### src/rtl/add_sched256.sv
// Two-requester N-bit adder built around a single shared W-bit slice adder.
// Latency: out_valid rises N/W clock edges after the accept edge.
// Backpressure: requests wait (ready low) outside IDLE; the result is held in DONE until out_ready.
module add_sched256 #(
   parameter int N = 256,
   parameter int W = 64
) (
   input  logic         clk,
   input  logic         rst,
   // requester 0
   input  logic         req0_valid,
   input  logic         req0_cin,
   input  logic [N-1:0] req0_a,
   input  logic [N-1:0] req0_b,
   output logic         req0_ready,
   // requester 1
   input  logic         req1_valid,
   input  logic         req1_cin,
   input  logic [N-1:0] req1_a,
   input  logic [N-1:0] req1_b,
   output logic         req1_ready,
   // result
   output logic         out_valid,
   input  logic         out_ready,
   output logic [N-1:0] out_s,
   output logic         out_cout,
   output logic         out_id,
   output logic         busy
);

   // number of slices and slice-counter width
   localparam int NS = N / W;
   localparam int KW = $clog2(NS);
   localparam logic [KW-1:0] K_LAST = KW'(NS - 1);

   typedef enum logic [1:0] {
      ST_IDLE = 2'd0,
      ST_CALC = 2'd1,
      ST_DONE = 2'd2
   } state_t;

   state_t state_q, state_d;

   // round-robin pointer: requester that wins when both are valid
   logic ptr_q, ptr_d;

   // latched operation
   logic [N-1:0] a_q, a_d;
   logic [N-1:0] b_q, b_d;
   logic         cin_q, cin_d;
   logic         id_q, id_d;

   // slice sequencing and carry between slices
   logic [KW-1:0] k_q, k_d;
   logic          carry_q, carry_d;

   // result registers
   logic [N-1:0] s_q, s_d;
   logic         cout_q, cout_d;

   // shared slice adder
   logic [W-1:0] a_sl;
   logic [W-1:0] b_sl;
   logic         c_sl;
   logic [W:0]   sum_w;

   logic accept;

   // state register
   always_ff @(posedge clk) begin
      if (rst) begin
         state_q <= ST_IDLE;
      end else begin
         state_q <= state_d;
      end
   end

   // next-state logic; requests are only looked at in IDLE, out_ready only in DONE
   always_comb begin
      state_d = state_q;
      case (state_q)
         ST_IDLE: begin
            if (accept) begin
               state_d = ST_CALC;
            end
         end
         ST_CALC: begin
            if (k_q == K_LAST) begin
               state_d = ST_DONE;
            end
         end
         ST_DONE: begin
            if (out_ready) begin
               state_d = ST_IDLE;
            end
         end
         default: begin
            state_d = ST_IDLE;
         end
      endcase
   end

   // outputs and grants; grants are combinational in IDLE and suppressed during reset
   always_comb begin
      req0_ready = 1'b0;
      req1_ready = 1'b0;
      if ((state_q == ST_IDLE) && !rst) begin
         if (req0_valid && req1_valid) begin
            req0_ready = (ptr_q == 1'b0);
            req1_ready = (ptr_q == 1'b1);
         end else begin
            req0_ready = req0_valid;
            req1_ready = req1_valid;
         end
      end
      accept    = req0_ready | req1_ready;
      out_valid = (state_q == ST_DONE);
      busy      = (state_q != ST_IDLE);
      out_s     = s_q;
      out_cout  = cout_q;
      out_id    = id_q;
   end

   // select slice k of the latched operands; carry-in is cin on slice 0, else the carry register
   always_comb begin
      a_sl  = a_q[int'(k_q)*W +: W];
      b_sl  = b_q[int'(k_q)*W +: W];
      c_sl  = (k_q == '0) ? cin_q : carry_q;
      sum_w = {1'b0, a_sl} + {1'b0, b_sl} + {{W{1'b0}}, c_sl};
   end

   // datapath next values: latch on accept, accumulate one slice per CALC cycle
   always_comb begin
      ptr_d   = ptr_q;
      a_d     = a_q;
      b_d     = b_q;
      cin_d   = cin_q;
      id_d    = id_q;
      k_d     = k_q;
      carry_d = carry_q;
      s_d     = s_q;
      cout_d  = cout_q;
      if (accept) begin
         // the loser of this grant gets priority next time
         ptr_d = req0_ready;
         id_d  = req1_ready;
         a_d   = req1_ready ? req1_a   : req0_a;
         b_d   = req1_ready ? req1_b   : req0_b;
         cin_d = req1_ready ? req1_cin : req0_cin;
         k_d   = '0;
      end else if (state_q == ST_CALC) begin
         s_d[int'(k_q)*W +: W] = sum_w[W-1:0];
         carry_d               = sum_w[W];
         if (k_q == K_LAST) begin
            // last slice: its carry-out is the result carry; k holds, no wrap
            cout_d = sum_w[W];
         end else begin
            k_d = k_q + 1'b1;
         end
      end
   end

   // datapath registers; reset discards any operation in flight
   always_ff @(posedge clk) begin
      if (rst) begin
         ptr_q   <= 1'b0;
         a_q     <= '0;
         b_q     <= '0;
         cin_q   <= 1'b0;
         id_q    <= 1'b0;
         k_q     <= '0;
         carry_q <= 1'b0;
         s_q     <= '0;
         cout_q  <= 1'b0;
      end else begin
         ptr_q   <= ptr_d;
         a_q     <= a_d;
         b_q     <= b_d;
         cin_q   <= cin_d;
         id_q    <= id_d;
         k_q     <= k_d;
         carry_q <= carry_d;
         s_q     <= s_d;
         cout_q  <= cout_d;
      end
   end

endmodule
### config.mk
export PLATFORM = sky130hd
export DESIGN_NAME = add_sched256
export DESIGN_NICKNAME = d
export VERILOG_FILES = /design/src/rtl/add_sched256.sv
export SDC_FILE = /design/constraint.sdc
export NUM_CORES = 2
export LEC_CHECK = 0
export CORE_AREA = 2 2 508 510
export DETAILED_ROUTE_END_ITERATION = 10
export DIE_AREA = 0 0 510 512
export PLACE_DENSITY_LB_ADDON = 0.12
export RECOVER_POWER = 50
export SYNTH_ARGS = -nofsm -noshare
export SYNTH_HDL_FRONTEND = slang
export SYNTH_SLANG_ARGS = --single-unit
export TNS_END_PERCENT = 5
### constraint.sdc
create_clock -name clk -period 11 [get_ports clk]
set_input_delay 1.1 -clock clk [delete_from_list [all_inputs] [get_ports clk]]
set_output_delay 1.1 -clock clk [all_outputs]
set_load 0.02 [all_outputs]
---- Word level (Yosys, flattened, before mapping) ----
Index checks and enable logic that the tools add are counted.
operators by class
  $add $sub $neg .......................... 4
  multiply operators ...................... 0
  div/mod/pow operators ................... 0
  magnitude comparators ................... 0
  equality and inequality tests ........... 6
  shift operators ......................... 4
  multiplexer cells ....................... 13
  bitwise gates (word level) .............. 4
  reductions and logical operators ........ 11
operators by type and width
  operator                                                                   number
  256-bit two-way mux                                                        2
  256-bit by 9-bit indexed part select with 64-bit output                    2
  256-bit bitwise mux                                                        1
  64-bit by 33-bit variable shift with 256-bit output, first input constant  1
  64-bit by 33-bit indexed part select with 256-bit output                   1
  64-bit by 64-bit adder with 65-bit output                                  1
  65-bit by 1-bit adder with 65-bit output                                   1
  8-bit negation with 33-bit output                                          1
  1-bit two-way mux                                                          6
  2-bit two-way mux                                                          3
  2-bit case mux with 3 select lines                                         1
  3-bit AND reduction                                                        2
  2-bit equality test, second input constant                                 2
  2-bit logical NOT                                                          2
  2-bit by 1-bit != test with 1-bit output, second input constant            2
  2-bit AND reduction                                                        2
  1-bit inverter                                                             3
  2-bit by 1-bit adder with 2-bit output, second input constant              1
  2-bit by 1-bit equality test with 1-bit output, second input constant      1
  1-bit logical AND                                                          2
  2-bit != test, second input constant                                       1
  2-bit nonzero test                                                         1
  2-bit OR reduction                                                         1
  1-bit logical NOT                                                          1
  1-bit OR                                                                   1
word-level totals
  register bits ........................... 777
  latch bits .............................. 0
  bits in writable memories ............... 0
  bits in read-only memories .............. 0
  bits of input ports ..................... 1031
  output and inout port bits .............. 262
  word-level logic and storage cells ...... 52
  memories kept ........................... 0

---- Longest topological paths before layout ----
  depth after elaboration ................. 6
  depth in mapped cells ................... 17
  depth with buffers taken out ............ 15

---- Least setup slack after synthesis ----
No wires, ideal clock.
  path kind ............................... flip-flop to flip-flop
  start point ............................. register k_q[0]
  end point ............................... register s_q[250], in the netlist out_s[250]
  library setup time ...................... 0.117 ns
  arrival time ............................ 5.008 ns
  data required time ...................... 10.883 ns
  setup slack ............................. 5.874 ns
  cell stages (with the launch flop) ...... 17
  buffers on the path ..................... 3
  period minus slack after synthesis ...... 5.126 ns
  cells stage by stage .................... dfxtp_1 clkbuf_1 clkbuf_1 buf_1 mux4_2 fa_1 fa_1 a211oi_1 o21ai_1 a211oi_2 o211ai_2 a31oi_4 nor4b_2 o21bai_1 a21oi_1 or3_1 a32o_1
on the way
  longest elaborated chain between the ends .. 5
  elaborated cells between the ends (all ways) .. 10
  classes of those cells .................. add/sub: 3; shift: 4; mux: 2; reduce/logical: 1
ends and longest elaborated chain
  item                                                                             RTL line  text
  from (decl)                                                                      54        logic [KW-1:0] k_q, k_d;
  from (signal assigned)                                                           181       k_q <= k_d;
  256-bit by 9-bit indexed part select with 64-bit output (tied with other cells)  126       a_sl = a_q[int'(k_q)*W +: W];
  64-bit by 64-bit adder with 65-bit output or 1-bit two-way mux (tied branches)   129, 128
  65-bit by 1-bit adder with 65-bit output                                         129       sum_w = {1'b0, a_sl} + {1'b0, b_sl} + {{W{1'b0}}, c_sl};
  64-bit by 33-bit indexed part select with 256-bit output                         152       s_d[int'(k_q)*W +: W] = sum_w[W-1:0];
  256-bit bitwise mux *                                                            152
  to (signal assigned)                                                             173       s_q <= '0;
  to (signal assigned)                                                             183       s_q <= s_d;
  to (decl)                                                                        58        logic [N-1:0] s_q, s_d;
Every way passes the cells marked *; elsewhere a longest branch is shown, timed or not.
A chain may end at the register's enable or synchronous reset.

---- Worst setup path in the final report ----
  start point ............................. register k_q[1]
  end point ............................... register carry_q
on the way
  longest elaborated chain between the ends .. 3
  elaborated cells between the ends (all ways) .. 6
  classes of those cells .................. add/sub: 2; shift: 2; mux: 1; reduce/logical: 1
ends and longest elaborated chain
  item                                                                             RTL line  text
  256-bit by 9-bit indexed part select with 64-bit output (tied with other cells)  126
  64-bit by 64-bit adder with 65-bit output or 1-bit two-way mux (tied branches)   129, 128
  65-bit by 1-bit adder with 65-bit output *                                       129
  to (signal assigned)                                                             182       carry_q <= carry_d;
  to (decl)                                                                        55        logic carry_q, carry_d;
Marks and branches as above.

==> Flow_metrics.wiki <==
{| class="wikitable"
! Metric !! Value
|-
| Outcome || finished with violations
|-
| Violated checks || capacitance limit, slew limit
|-
| Number of setup violations in the final report || 0
|-
| Post-Synthesis Mean Instance Area || 8.47 um2
|-
| Reg-to-reg setup timing slack || 2300 ps
|-
| Power density normalized to cell area || 177 nW/um2
|-
| Count of hold-fix buffers inserted at cts || 0
|-
| P&R area growth vs syn || 53.9%
|-
| Num rows || 186
|-
| R2r endpoint || carry_q$_SDFFE_PP0P_
|-
| WP data required || 11640 ps
|-
| Area share of and/or/nand/nor cells after synthesis || 0.186
|-
| Portion of netlist area occupied by mux cells || 0.0781
|-
| Peak ir drop on the vdd network || 0.000145 V
|-
| Via count of the first global-routing pass || 39000
|-
| Shortest clock period the worst path allows after layout || 8700 ps
|-
| Synth top area share || 0.417
|-
| Core region area || 256000 um2
|-
| Post-synthesis cell type with the largest combined area || dfxtp_1
|-
| Critical path start-end classification || reg -> reg
|-
| Static Leak || 22.7 nW
|-
| Cell variety after synth || 83
|-
| Fraction of final layout cells sized beyond drive strength 1 || 0.0752
|-
| Clock-pin slew on the worst setup and hold paths || 60 ps
|-
| Worst Setup EP || carry_q$_SDFFE_PP0P_
|-
| Warnings from Yosys || 0
|-
| XOR/XNOR share of the synthesized area || 0.0127
|-
| Fraction of met3 tracks used by global routing || 0.0622
|-
| Total number of vias || 38900
|-
| Worst-Skew Late Latency || 770 ps
|-
| Fill cells || 28000
|-
| Via/cell ratio || 4.34
|-
| GR Layer Usage met2 || 0.301
|-
| Largest fanout on the critical path || 34
|-
| Post-Synth Adder-Cell Area || 0.0242
|-
| Slew @ Worst Pin || 3850 ps
|-
| Origin of the critical flop-to-flop path || k_q[1]$_SDFFE_PP0P_
|-
| Bufs on Longest Clock Path || 3
|-
| Main synth FF type || dfxtp_1
|-
| Overall die area || 261000 um2
|-
| Most instantiated library cell after synthesis || dfxtp_1
|-
| Critical path data arrival time || 9330 ps
|-
| Rel. slew slack || -1.57
|-
| Compound-cell area share of the yosys netlist || 0.237
|-
| Dominant combinational cell family by area after synthesis || compound AO/OA/AOI/OAI gates
|-
| 1st-pass router iterations || 5
|-
| Clock tree from TritonCTS || done
|-
| CP startpoint || k_q[1]$_SDFFE_PP0P_
|-
| Area taken by multi-input logic gates || 20200 um2
|-
| Final ANT Viol Nets || 0
|-
| Layer with the highest usage || met2
|-
| HPWL Detailed || 197000 um
|-
| Congestion Overflow GR || 0
|-
| CTS H-Tree Depth || 3
|-
| Post-detailed-routing wire length || 256000 um
|-
| Die Ht || 512 um
|-
| Top achievable clock speed || 115 MHz
|-
| Number of instances in the synthesized netlist || 4404
|-
| Leading cell types by total area after synthesis || dfxtp_1 42%, and3_1 8.7%, a21oi_1 7.9%
|-
| Depth of the worst register-to-register path || 12
|-
| First-pass GRT wire length || 343000 um
|-
| Number of flip-flops and latches in the synthesized netlist || 777
|-
| 1st-iter DRT viols || 2898
|-
| Clock buffer count from CTS || 106
|-
| Sequential-to-total area share from yosys stat || 0.417
|-
| Hold WS || 454 ps
|-
| Unrepaired setup endpoints after global routing || false
|-
| PortBufs || 1292
|-
| Endpoint kind of the worst setup timing path || flop
|-
| Post-synthesis instance area || 37300 um2
|-
| Total power draw || 10.2 mW
|-
| Final count of hold timing violations || 0
|-
| Largest net degree at the start of global routing || 213
|-
| Cts repair resizes || 0
|-
| Worst Clk Skew || 57.6 ps
|-
| Fraction of synthesis flops using an asynchronous set or reset pin || 0
|-
| Root buffer cell || clkbuf_16
|-
| Antenna violations before repair || 149
|-
| Clock Sinks || 777
|-
| Most frequent cells after synthesis || 777 x dfxtp_1, 589 x a21oi_1, 588 x nand2_1
|-
| HP Class || reg -> reg
|-
| Placer's final routability congestion estimate || 0.807
|-
| Footprint of the flip-flops and latches || 15600 um2
|-
| Starting utilization of the core area || 0.146
|-
| WL/cell || 28.5 um
|-
| I/O pin count || 1293
|-
| All-layer global routing usage || 0.188
|-
| Final Max Slew Viols || 286
|-
| Post-route DRC violation count || 0
|-
| Sum of negative setup slack || 0 ps
|-
| GRT met1 Usage || 0.244
|-
| Final layout net count || 6568
|-
| Syn Nets || 5506
|-
| Crit path launch type || flop
|-
| Die boundary width || 510 um
|-
| Maxcap violations || 7
|-
| Number of enable flip-flop cells after synthesis || 0
|-
| Count of buffers added by post-CTS timing repair for setup || 0
|-
| Tcrit/Tclk final || 0.791
|}
[worst max-delay path, stage by stage (launching register included)]
cell and delay, ps:
dfxtp_1 1730, buf_4 610, buf_4 520, clkbuf_1 1340
mux4_2 500, ha_1 570, nand4_1 130, nor2_1 640
nor4b_2 900, nor2_1 230, o41ai_1 750, nor2_1 140
a2111oi_2 360
[worst min path at each step]
stage	depth (start not counted)	to	slack, ps	startpoint
2_1_floorplan	1	ptr_q$_SDFFE_PP0P_	470	ptr_q$_SDFFE_PP0P_
3_3_place_gp	2	out_s[106]$_SDFFE_PP0P_	440	out_s[106]$_SDFFE_PP0P_
3_5_place_dp	2	out_s[243]$_SDFFE_PP0P_	450	out_s[243]$_SDFFE_PP0P_
4_1_cts	2	out_s[243]$_SDFFE_PP0P_	470	out_s[243]$_SDFFE_PP0P_
5_1_grt	1	out_s[122]$_SDFFE_PP0P_	490	out_s[122]$_SDFFE_PP0P_
6_report	2	out_s[179]$_SDFFE_PP0P_	450	out_s[179]$_SDFFE_PP0P_
[placed cells by master (no fill, tap or decap), types with 6 or more instances in the layout]
| master | instances |
|---|---|
| xnor2_1 | 29 |
| clkbuf_16 | 106 |
| buf_12 | 6 |
| a221oi_1 | 14 |
| diode_2 | 52 |
| clkdlybuf4s50_1 | 1030 |
| xor2_1 | 14 |
| clkbuf_8 | 21 |
| inv_1 | 22 |
| dfxtp_1 | 776 |
| a21oi_1 | 586 |
| o21a_1 | 10 |
| nand3_1 | 27 |
| a22oi_1 | 117 |
| o211ai_1 | 7 |
| a22o_1 | 112 |
| nand2_1 | 588 |
| nor2_1 | 183 |
| mux4_2 | 128 |
| nand2b_1 | 7 |
| nor2b_1 | 7 |
| ha_1 | 69 |
| or3_1 | 6 |
| bufinv_16 | 9 |
| o21ai_1 | 7 |
| and3_1 | 521 |
| xnor2_2 | 6 |
| nor3_1 | 21 |
| a21o_1 | 32 |
| clkinv_2 | 18 |
| o21ai_0 | 556 |
| nand4_1 | 23 |
| buf_4 | 60 |
| o21bai_1 | 18 |
| clkbuf_1 | 26 |
| dlygate4sd3_1 | 261 |
[through the flow]
step	cells	worst slack, ps	util	cell area (um2)
after floorplan	4404	5870	-	37300
after global placement	8742	4230	0.210	53700
after detailed placement	8742	4160	0.210	53700
after CTS	8929	4160	0.224	57300
after global routing	8942	1870	0.224	57300
final	8981	2300	0.224	57400
[power by group]
group          leakage (nW)  internal [mW]  switching, mW
Combinational          14.5           1.16           1.91
Clock                  1.76           2.13           1.52
Sequential             6.37           3.17          0.296
[flip-flops by register name (all words and copies together), names as in the netlist]
name	flops
ptr_q	1
out_id	1
state_q	2
out_cout	1
b_q	256
cin_q	1
k_q	2
a_q	256
out_s	256
carry_q	1
[area by class of cell]
class / instances / share of cell area
inverters: 25 / 0.00203
flip-flops and latches: 777 / 0.271
clock buffers: 148 / 0.0526
multi-input cells: 3194 / 0.353
repair buffers: 1362 / 0.236
diodes: 52 / 0.00227
clock inverters: 39 / 0.00986
well taps: 3384 / 0.0738
[cell families after synthesis]
logic type      count (synthesis)
compound gates               1517
xor+xnor                       54
fa+ha+maj                      71
buf+inv                       433
flops                         777
mux                           131
simple gates                 1421
[metal layers]
metal | vias up | part of all wire
met1 | 18900 | 0.44
met2 | 1434 | 0.46
li1 | 18200 | -
met3 | 342 | 0.080
met4 | 100 | 0.017
met5 | - | 0.0025
No activity file was read; power rests on OpenSTA's default activity.
